==> src/rtl/vinsn_scoreboard.sv <==
// Vector instruction hazard scoreboard and round-robin VFU completion arbiter.
// Optional hazard-stall cycle counter is built when VSB_STALL_CNT_EN is defined.
module vinsn_scoreboard #(
  parameter int unsigned NrSlots = 4,
  parameter int unsigned NrVReg  = 32,
  parameter int unsigned NrVFU   = 4,
  parameter int unsigned IdW     = 4,
  localparam int unsigned RegW   = $clog2(NrVReg),
  localparam int unsigned SlotW  = (NrSlots > 1) ? $clog2(NrSlots) : 1,
  localparam int unsigned VfuW   = (NrVFU > 1) ? $clog2(NrVFU) : 1
) (
  input  logic                       clk_i,
  input  logic                       rst_ni,
  input  logic                       flush_i,
  input  logic                       issue_valid_i,
  output logic                       issue_ready_o,
  input  logic [IdW-1:0]             issue_id_i,
  input  logic [RegW-1:0]            issue_vd_i,
  input  logic                       issue_vd_wr_i,
  input  logic [RegW-1:0]            issue_vs1_i,
  input  logic                       issue_vs1_rd_i,
  input  logic [RegW-1:0]            issue_vs2_i,
  input  logic                       issue_vs2_rd_i,
  output logic                       launch_valid_o,
  input  logic                       launch_ready_i,
  input  logic [NrVFU-1:0]           vfu_done_i,
  input  logic [NrVFU-1:0][IdW-1:0]  vfu_done_id_i,
  output logic [NrVFU-1:0]           vfu_done_gnt_o,
  output logic                       done_o,
  output logic [IdW-1:0]             done_insn_id_o,
  output logic [31:0]                stall_cnt_o
);

  typedef struct packed {
    logic [IdW-1:0]  id;
    logic [RegW-1:0] vd;
    logic            vd_wr;
    logic [RegW-1:0] vs1;
    logic            vs1_rd;
    logic [RegW-1:0] vs2;
    logic            vs2_rd;
  } slot_t;

  logic [NrSlots-1:0] valid_q, valid_nxt;
  slot_t              slot_q [NrSlots];
  logic [VfuW-1:0]    rr_q, rr_nxt;

  logic               hazard;
  logic               free;
  logic [SlotW-1:0]   free_idx;
  logic               alloc;
  logic               id_clash;

  logic [VfuW-1:0]    winner;
  logic [VfuW-1:0]    cand_idx;
  logic               found;
  logic [NrSlots-1:0] done_match;

  // Hazard check of the incoming insn against every in-flight slot.
  // NOTE: every variable assigned in always_comb gets a default first so no latch is inferred.
  always_comb begin
    hazard   = 1'b0;
    id_clash = 1'b0;
    for (int s = 0; s < NrSlots; s++) begin
      if (valid_q[s]) begin
        if (issue_vs1_rd_i && slot_q[s].vd_wr && (issue_vs1_i == slot_q[s].vd)) hazard = 1'b1;
        if (issue_vs2_rd_i && slot_q[s].vd_wr && (issue_vs2_i == slot_q[s].vd)) hazard = 1'b1;
        if (issue_vd_wr_i && slot_q[s].vd_wr && (issue_vd_i == slot_q[s].vd))   hazard = 1'b1;
        if (issue_vd_wr_i && slot_q[s].vs1_rd && (issue_vd_i == slot_q[s].vs1)) hazard = 1'b1;
        if (issue_vd_wr_i && slot_q[s].vs2_rd && (issue_vd_i == slot_q[s].vs2)) hazard = 1'b1;
        if (issue_id_i == slot_q[s].id) id_clash = 1'b1;
      end
    end
  end

  // Lowest-index invalid slot; descending scan leaves the lowest one last.
  always_comb begin
    free     = 1'b0;
    free_idx = '0;
    for (int s = NrSlots - 1; s >= 0; s--) begin
      if (!valid_q[s]) begin
        free     = 1'b1;
        free_idx = SlotW'(s);
      end
    end
  end

  assign launch_valid_o = issue_valid_i  && !hazard && free && !flush_i;
  assign issue_ready_o  = launch_ready_i && !hazard && free && !flush_i;
  assign alloc          = launch_valid_o && launch_ready_i;

  // Round-robin search starting at rr_q.
  always_comb begin
    winner   = '0;
    found    = 1'b0;
    cand_idx = '0;
    for (int k = 0; k < NrVFU; k++) begin
      cand_idx = VfuW'((int'(rr_q) + k) % NrVFU);
      if (!found && vfu_done_i[cand_idx]) begin
        found  = 1'b1;
        winner = cand_idx;
      end
    end
  end

  assign done_o         = |vfu_done_i;
  assign vfu_done_gnt_o = done_o ? (NrVFU'(1) << winner) : '0;
  assign done_insn_id_o = done_o ? vfu_done_id_i[winner] : '0;
  assign rr_nxt         = (winner == VfuW'(NrVFU - 1)) ? '0 : winner + VfuW'(1);

  always_comb begin
    for (int s = 0; s < NrSlots; s++) begin
      done_match[s] = valid_q[s] && (slot_q[s].id == done_insn_id_o);
    end
  end

  always_comb begin
    valid_nxt = valid_q;
    if (done_o) valid_nxt = valid_nxt & ~done_match;
    if (alloc)  valid_nxt[free_idx] = 1'b1;
  end

  // NOTE: sequential state uses non-blocking assignments so every flop samples pre-edge values.
  always_ff @(posedge clk_i or negedge rst_ni) begin
    if (!rst_ni) begin
      valid_q <= '0;
      rr_q    <= '0;
    end else if (flush_i) begin
      valid_q <= '0;
      rr_q    <= '0;
    end else begin
      valid_q <= valid_nxt;
      if (done_o) rr_q <= rr_nxt;
    end
  end

  // NOTE: slot payload is not reset; it is only ever read qualified by valid_q.
  always_ff @(posedge clk_i) begin
    if (alloc) begin
      slot_q[free_idx] <= '{id:     issue_id_i,
                            vd:     issue_vd_i,
                            vd_wr:  issue_vd_wr_i,
                            vs1:    issue_vs1_i,
                            vs1_rd: issue_vs1_rd_i,
                            vs2:    issue_vs2_i,
                            vs2_rd: issue_vs2_rd_i};
    end
  end

`ifdef VSB_STALL_CNT_EN
  logic [31:0] stall_cnt_q;

  // Saturating; flush deliberately leaves it alone.
  always_ff @(posedge clk_i or negedge rst_ni) begin
    if (!rst_ni) begin
      stall_cnt_q <= '0;
    end else if (issue_valid_i && (hazard || !free) && (stall_cnt_q != '1)) begin
      stall_cnt_q <= stall_cnt_q + 32'd1;
    end
  end

  assign stall_cnt_o = stall_cnt_q;
`else
  assign stall_cnt_o = '0;
`endif

  unique_issue_id: assert property (@(posedge clk_i) disable iff (!rst_ni)
    alloc |-> !id_clash);

  done_id_known: assert property (@(posedge clk_i) disable iff (!rst_ni)
    done_o |-> (|done_match));

endmodule

==> config.mk <==
export PLATFORM = sky130hd
export DESIGN_NAME = vinsn_scoreboard
export DESIGN_NICKNAME = d
export VERILOG_FILES = /design/src/rtl/vinsn_scoreboard.sv
export SDC_FILE = /design/constraint.sdc
export NUM_CORES = 1
export LEC_CHECK = 0
export CORE_MARGIN = 2
export CORE_UTILIZATION = 55
export CTS_BUF_LIST = sky130_fd_sc_hd__clkbuf_4
export DETAILED_ROUTE_END_ITERATION = 6
export GPL_TIMING_DRIVEN = 1
export PLACE_DENSITY_LB_ADDON = 0.3
export SLEW_MARGIN = 15
export SYNTH_ARGS = -nofsm -noshare
export SYNTH_HDL_FRONTEND = slang
export SYNTH_SLANG_ARGS = --single-unit
==> constraint.sdc <==
create_clock -name clk_i -period 5.65 [get_ports clk_i]
set_clock_uncertainty 0.1 [all_clocks]
set_input_delay 1.695 -clock clk_i [delete_from_list [all_inputs] [get_ports clk_i]]
set_output_delay 1.695 -clock clk_i [all_outputs]
set_load 0.005 [all_outputs]
* Word-level counts from Yosys, hierarchy flattened
Memories as Yosys holds them, arrays and structs flattened.
Cells that the tools add are included.
** Word-level totals
- Register bits after elaboration :: 6
- Bits in writable memories :: 88
- Memories kept :: 1
** Operators by class
- Add/subtract/negate cells :: 4
- Magnitude comparators :: 7
- Equal/unequal tests :: 25
- Shift operators :: 1
- Mux-type cells :: 61
- Bitwise operators :: 3
- Reductions and logical operators :: 62
** Memory list
- slot_q :: words 4, width 22, read ports 4, clocked after Yosys merged registers in 0, wr ports 1, RTL line 45 : slot_t slot_q [NrSlots];
** Operators by type and width (number)
- equality test 5 bit :: 20
- logical AND 1 bit :: 55
- two-way mux 1 bit :: 38
- two-way mux 4 bit :: 6
- two-way mux 2 bit :: 11
- < comparator 2 x 3 -> 1 bit, second input constant :: 6
- equality test 4 bit :: 4
- binary-select mux 1 bit (select 2 bit) :: 4
- binary-select mux 4 bit (select 2 bit) :: 1
- logical NOT 1 bit :: 5
- adder 2 x 1 -> 2 bit, second input constant :: 2
- adder 2 bit, second input constant :: 2
- AND 4 bit :: 1
- NOT 4 bit :: 1
- OR 4 bit :: 1
- OR reduction 4 bit :: 1
- left shift 1 x 2 -> 4 bit, first input constant :: 1
- demux 1 bit (select 2 bit) :: 1
- equality test 2 bit, second input constant :: 1
- greater-or-equal comparator 2 x 1 -> 1 bit, second input constant :: 1
- nonzero test 2 bit :: 1

* Longest topological paths before layout
Gate-level depths: netlist of the first run.
An unclocked memory read counts as a cell.
- Depth after elaboration :: 34
- Mapped depth :: 9

* Worst setup path after synthesis of the first run
No wires, ideal clock.
- Kind :: in2out
- Start :: in vfu_done_i[0]
- End :: out done_insn_id_o[2]
- Arrival time :: 2.871 ns
- Data required time :: 3.855 ns
- Slack :: 0.984 ns
- Stages on the path :: 7
- Cells stage by stage :: a21oi_1 > o21a_1 > o22a_1 > buf_4 > mux2i_1 > mux2i_2 > and2_1
** Between the ends
- Longest elaborated chain between the ends :: 15
- Elaborated cells on any way between the ends :: 25
- Classes of those cells :: mux (18); reduce/logical (7)
** RTL lines
- start, declared :: RTL line 26 : input logic [NrVFU-1:0] vfu_done_i,
- binary-select mux 1 bit (select 2 bit) :: RTL line 99 : if (!found && vfu_done_i[cand_idx]) begin
- two-way mux 1 bit (not written as such) :: RTL line 99
- two-way mux 1 bit :: RTL line 99
- logical NOT 1 bit :: RTL line 99
- logical AND 1 bit :: RTL line 99
- two-way mux 1 bit :: RTL line 99
- logical NOT 1 bit :: RTL line 99
- logical AND 1 bit :: RTL line 99
- two-way mux 1 bit :: RTL line 99
- logical NOT 1 bit :: RTL line 99
- logical AND 1 bit :: RTL line 99
- two-way mux 2 bit :: RTL line 99
- binary-select mux 4 bit (select 2 bit) :: RTL line 108 : assign done_insn_id_o = done_o ? vfu_done_id_i[winner] : '0;
- two-way mux 4 bit (not written as such) :: RTL line 108
- two-way mux 4 bit * :: RTL line 108
- end, declared :: RTL line 30 : output logic [IdW-1:0] done_insn_id_o,
Every way passes the cells marked *; elsewhere a longest branch is shown, timed or not. The select of a mux whose other input is x is not followed.

* Worst setup path after layout of the first run
- Start :: in vfu_done_i[2]
- End :: out done_insn_id_o[3]
Same word-level chain as after synthesis.

==> metrics.yaml, run 1 <==
critical_path:
  cp-start-kind: "input pin"
  crit_required_ns: 3.86
  worstPathArrival_ns: 3.76
  path_cells: "clkdlybuf4s50_1 -> buf_4 -> nand2b_1 -> a21oi_1 -> nor3_4 -> inv_2 -> mux2i_2 -> and2_1 -> clkdlybuf4s50_1"
  cp-end-kind: "output port"
  cpPeakStageDelay_ns: 0.50
  rr_startpoint: "slot_q[3][15]$_DFFE_PP_"
  reg2regPathDepth: 9
  slowest_stage: "clkdlybuf4s50_1"
  cp_common_cell: "clkdlybuf4s50_1"
  r2r-end: "slot_q[3][15]$_DFFE_PP_"
  crit_type: "input pin to output port"
  rrSetupSlack_ns: 2.84
  crit_fanout: 5
cts:
  root_buffer: "clkbuf_4"
  clock_latency_ns: 0.44
  cts_hold_repair.buffers: 0
  cts_max_path_buffers: 2
  htree_levels: 3
  cts_tree: "built"
  clk_pin_slew_worst_paths_ns: 0.13
  numCtsBuffers: 9
  cts_sinks: 94
synthesis:
  ys.flop_type: "edfxtp_1"
  synth_edf_count: 88
  yosysSeqAreaShare: 0.560
  synthTopCellsByCount: "edfxtp_1 (88), xor2_1 (64), xnor2_1 (49)"
  synthTopCellsByArea: "edfxtp_1 (53%), xor2_1 (11%), xnor2_1 (8.6%)"
  synth-seq-cells: 94
  netlist_instances: 378
  yosysWarnings: 0
  syn_area_um2: 4980
  syn_area_per_cell_um2: 13.2
  synth_cell_types: 38
  synth_most_common_cell: "edfxtp_1"
  ys_async_sr_fraction: 0.0638
  synth_top_area_share: 0.530
  yosysTopAreaCell: "edfxtp_1"
hold_path:
  hold_depth: 2
  min_to: "valid_q[2]$_DFF_PN0_"
  hp-start: "slot_q[2][20]$_DFFE_PP_"
  min_path_type: "flip-flop to flip-flop"
cells_and_area:
  drive_gt1_frac: 0.194
  syn_to_final_growth_pct: 25.4
  post-route-util: 0.713
  fin_nets: 550
  n_antenna_cell: 0
  fillers: 610
timing:
  final_max_slew_viol_count: 0
  setup_viol: 0
  fin_ws_ns: 0.0918
  fmax_mhz: 180
  worstMarginPinSlew_ns: 0.491
  finalHoldViolCount: 0
  maxSlewHeadroom: 0.670
  tns_ns: 0
  period_minus_slack_ns: 5.56
  rsz0062_at_grt: "true"
  hold_slack_ns: 0.495
  fin_crit_sh: 0.984
global_routing:
  grt-ovfl-total: 0
  grt_max_degree: 23
  antenna_found_initial: 0
  grt_pass1_wl_mm: 17.9
  track_usage: 0.241
  first_global_vias: 3426
floorplan:
  core_area_um2: 8760
  die_area_um2: 9840
  fp.dieH_um: 99.2
  io-pin-count: 90
  core.rowCount: 34
  initial_core_util: 0.569
  die_w_um: 99.2
place:
  dp_slack_ns: -0.271
  dp_hpwl_mm: 8.18
  gp_congestion: 0.919
  port_buffers: 57
power_and_ir_drop:
  leakage_nw: 2.30
  vdd_ir_drop_max_mv: 0.161
  p_total_mw: 1.42
  power.density_nw_per_um2: 227
status:
  outcome: "complete, no violations"
drt:
  drtIter0Drc: 210
  viasPerCell: 5.48
  drcViolationCount: 0
  vias: 3352
  first_pass_iters: 7
  wl_per_cell_um: 18.8
  antenna_left: 0
  drt-total-wl_mm: 11.5
job:
  cap_violations: 0
## worst max-delay path: cells and delay by family
family	cells	cell delay [ns]
AND/OR/NAND/NOR	3	0.30
AO/OA/AOI/OAI	1	0.24
multiplexers	1	0.26
buffers and inverters	4	1.27
## registers in the layout, indices dropped and copies added, names as in the netlist
name	cells
slot_q	88
valid_q	4
rr_q	2
## final cells by class
type | instances | area (um^2) | share of cell area
clock buffers | 9 | 67.6 | 0.0108
clock inverters | 7 | 65.1 | 0.0104
inverters | 6 | 22.5 | 0.00360
multi-input cells | 269 | 2060 | 0.329
flip-flops and latches | 94 | 2790 | 0.447
well taps | 108 | 135 | 0.0216
repair buffers | 119 | 1110 | 0.178
## repair_timing
item,in CTS,in global routing
endpoints found under the setup margin,9,8
gates cloned,1,1
pin swaps,9,8
buffers inserted,8,3
gates resized for setup,16,8
## power breakdown
part	switching [mW]	total, mW	internal [mW]
combinational	0.135	0.296	0.161
sequential	0.0100	0.782	0.772
clock	0.212	0.343	0.131
total	0.357	1.42	1.06
## placed cells by master (no fill, tap or decap), drive strengths merged, types with 13 or more instances in the layout
cell / instances
mux2i: 16
conb: 32
clkdlybuf4s50: 49
buf: 61
nor4: 18
edfxtp: 88
xor2: 64
and2: 13
xnor2: 49
nand4: 23
## per-layer routing
| metal | vias up | routed length (um) | track usage |
|---|---|---|---|
| met5 | - | 0 | 0 |
| met4 | 0 | 465 | 0.125 |
| met3 | 42 | 775 | 0.0471 |
| met2 | 167 | 5970 | 0.419 |
| met1 | 1598 | 4320 | 0.283 |
| li1 | 1545 | - | - |
## per-stage QoR
step	instance area, um^2	cells
finish	6250	612
global route	6250	612
CTS	6180	608
detailed placement	5910	583
global placement	5910	583
floorplan	5100	409
## how the worst max path moves through the flow
stage                        startpoint           endpoint  slack, ns  cells past startpoint
final                     vfu_done_i[2]  done_insn_id_o[3]       0.09                      9
after CTS                 vfu_done_i[0]  done_insn_id_o[3]       0.02                      8
after global placement    issue_vd_i[4]     launch_valid_o      -0.24                     10
after detailed placement  issue_vd_i[4]     launch_valid_o      -0.27                     10
after floorplan           vfu_done_i[0]  done_insn_id_o[2]       0.98                      7
after global routing      vfu_done_i[2]  done_insn_id_o[3]      -0.02                      9
## cell families after synthesis
logic type	count (synthesis)	share of synthesized area
AO/OA/AOI/OAI	20	0.0289
XOR/XNOR	113	0.199
adder cells (fa/ha/maj)	4	0.0100
buffers and inverters	47	0.0673
flip-flops	94	0.560
multiplexers	16	0.0351
other	1	0.000752
AND/OR/NAND/NOR	83	0.0991
(Power assumes the default switching activity.)
==> run 2: changes to the inputs <==
--- a/config.mk
+++ b/config.mk
@@ -11,6 +11,7 @@
 export DETAILED_ROUTE_END_ITERATION = 6
 export GPL_TIMING_DRIVEN = 1
 export PLACE_DENSITY_LB_ADDON = 0.3
+export RECOVER_POWER = 50
 export SLEW_MARGIN = 15
 export SYNTH_ARGS = -nofsm -noshare
 export SYNTH_HDL_FRONTEND = slang
==> run 2 against run 1 <==
- final cell count stayed put
- clock power hardly changed
- non-clock buffer count stayed put
- routed wire length is 0.42% higher
- design area is 0.84% lower
- core utilization is 0.60 points lower
- largest power group unchanged
- highest routed layer unchanged
- first-iteration DRC count is 16% lower
- sequential share of layout area is 0.38 points higher
- total power is 0.29% lower
- sequential power hardly changed
- register-to-register slack worse by 0.02 ns
- clock-buffer cell count stayed put
==> metrics.yaml, run 2 (synthesized netlist as in run 1, its figures left out) <==
hold_path:
  min_path_type: "flip-flop to flip-flop"
cells_and_area:
  regArea_um2: 2790  # unchanged
  largest-register: "slot_q"
  n_antenna_cell: 0  # unchanged
  stdcell_count: 612  # unchanged
  largest_reg_flops: 88  # unchanged
  post-route-util: 0.707  # -0.00600
  mostFrequentLayoutCell: "edfxtp_1"
  drive_gt1_frac: 0.167  # -0.0278
  fillers: 625  # +2.5%
  reg_top3: "slot_q: 88 flops, valid_q: 4 flops, rr_q: 2 flops"
  final_cell_mix: "edfxtp_1 (88), xor2_1 (61), xnor2_1 (49), clkdlybuf4s50_1 (41), buf_4 (39)"
  multiInputGateArea_um2: 2060  # unchanged
  syn_to_final_growth_pct: 24.4
  fin_nets: 550  # unchanged
critical_path:
  path_buf_inv: 4  # unchanged
  crit_fanout: 5  # unchanged
  cp-end-kind: "output port"
  crit_required_ns: 3.86  # about the same
  crit_family: "buffers and inverters"
  rr_startpoint: "slot_q[3][15]$_DFFE_PP_"
  reg2regPathDepth: 9  # unchanged
  rrSetupSlack_ns: 2.82  # -0.02 ns
  worst-path-stages: 9  # unchanged
  startpoint: "vfu_done_i[2]"
  r2r-end: "slot_q[3][13]$_DFFE_PP_"
  endpoint: "done_insn_id_o[3]"
  cp-start-kind: "input pin"
  cpPeakStageDelay_ns: 0.50  # about the same
  crit_type: "input pin to output port"
  path_cells: "clkdlybuf4s50_1 -> buf_4 -> nand2b_1 -> a21oi_1 -> nor3_4 -> inv_2 -> mux2i_2 -> and2_1 -> clkdlybuf4s50_1"
  slowest_stage: "clkdlybuf4s50_1"
  worstPathArrival_ns: 3.76  # about the same
  cp_common_cell: "clkdlybuf4s50_1"
timing:
  period_minus_slack_ns: 5.56  # +0.0000759 ns
  tns_ns: 0  # unchanged
  fin_crit_sh: 0.984  # about the same
  fin_ws_ns: 0.0917  # -0.0000759 ns
  fmax_mhz: 180  # about the same
  maxSlewHeadroom: 0.668  # -0.00177
  rsz0062_at_grt: "true"
  finalHoldViolCount: 0  # unchanged
  final_max_slew_viol_count: 0  # unchanged
  setup_viol: 0  # unchanged
  worstMarginPinSlew_ns: 0.493  # +0.00263 ns
drt:
  first_pass_iters: 4  # -3
  antenna_left: 0  # unchanged
  drcViolationCount: 0  # unchanged
  drtIter0Drc: 177  # -16%
  drt-total-wl_mm: 11.6  # +0.42%
  wl_per_cell_um: 18.9  # +0.42%
  vias: 3363  # +0.33%
  viasPerCell: 5.50  # +0.33%
place:
  dp.cells: 583  # unchanged
  dp_hpwl_mm: 8.18  # unchanged
  gp_congestion: 0.919  # unchanged
  port_buffers: 57  # unchanged
  dp_slack_ns: -0.271  # unchanged
cts:
  cts_sinks: 94  # unchanged
  clk_pin_slew_worst_paths_ns: 0.13  # about the same
  cts_hold_repair.buffers: 0  # unchanged
  cts_tree: "built"
  numCtsBuffers: 9  # unchanged
  htree_levels: 3  # unchanged
  root_buffer: "clkbuf_4"
  clock_latency_ns: 0.44  # about the same
  cts_max_path_buffers: 2  # unchanged
floorplan:
  core.rowCount: 34  # unchanged
  initial_core_util: 0.569  # unchanged
  die_w_um: 99.2  # unchanged
  die_area_um2: 9840  # unchanged
  core_area_um2: 8760  # unchanged
  fp.dieH_um: 99.2  # unchanged
  io-pin-count: 90  # unchanged
power_and_ir_drop:
  vdd_ir_drop_max_mv: 0.160  # -0.77%
  power.density_nw_per_um2: 229  # +0.56%
  leakage_nw: 2.25  # -2.1%
global_routing:
  grt_pass1_wl_mm: 17.9  # unchanged
  grt-ovfl-total: 0  # unchanged
  antenna_found_initial: 0  # unchanged
  grt_max_degree: 23  # unchanged
  track_usage: 0.241  # unchanged
  first_global_vias: 3426  # unchanged
job:
  cap_violations: 0  # unchanged
status:
  outcome: "complete, no violations"
-- run 2: tightest hold or removal path, stage by stage, from the launching register on --
cell and delay, ns:
edfxtp_1 0.36, xnor2_1 0.12, a311oi_1 0.08
-- run 2: per-layer routing --
layer,GRT usage,share of wire,vias to the layer above
li1,-,-,1548
met1,0.283,0.38,1609
met2,0.419,0.51,160
met3,0.0471,0.067,46
met4,0.125,0.043,0
met5,0,0,-
-- run 2: worst min path at each step --
stage | startpoint | endpoint | cells after the start
2_1_floorplan | valid_q[2]$_DFF_PN0_ | valid_q[2]$_DFF_PN0_ | 1
4_1_cts | slot_q[2][20]$_DFFE_PP_ | valid_q[2]$_DFF_PN0_ | 2
3_3_place_gp | slot_q[2][20]$_DFFE_PP_ | valid_q[2]$_DFF_PN0_ | 2
3_5_place_dp | slot_q[2][20]$_DFFE_PP_ | valid_q[2]$_DFF_PN0_ | 2
6_report | slot_q[2][20]$_DFFE_PP_ | valid_q[2]$_DFF_PN0_ | 2
5_1_grt | slot_q[2][20]$_DFFE_PP_ | valid_q[2]$_DFF_PN0_ | 2
-- run 2: power breakdown --
group | internal, mW | switching, mW | leakage, nW | total, mW
Sequential | 0.772 | 0.0101 | 0.876 | 0.782
Combinational | 0.155 | 0.135 | 1.31 | 0.291
Clock | 0.131 | 0.213 | 0.0647 | 0.344
-- run 2: repair_timing --
item / CTS / global route
resized for setup: 16 / 8
endpoints found under the setup margin: 9 / 8
gates cloned: 1 / 1
pin swaps: 9 / 8
setup buffers: 8 / 3
-- run 2: layout make-up --
| cell class | instances | area share |
|---|---|---|
| Tap cell | 108 | 0.0218 |
| Clock inverter | 7 | 0.0105 |
| Sequential cell | 94 | 0.450 |
| Inverter | 6 | 0.00363 |
| Timing Repair Buffer | 119 | 0.171 |
| Multi-Input combinational cell | 269 | 0.332 |
| Clock buffer | 9 | 0.0109 |
-- run 2: through the flow --
step                      total power [mW]  area (um^2)  hold slack, ns
after floorplan                      0.949         5100           0.417
after global routing                  1.47         6200           0.544
after global placement                1.07         5910           0.469
after detailed placement              1.07         5910           0.487
after CTS                             1.42         6180           0.503
final                                 1.42         6200           0.494
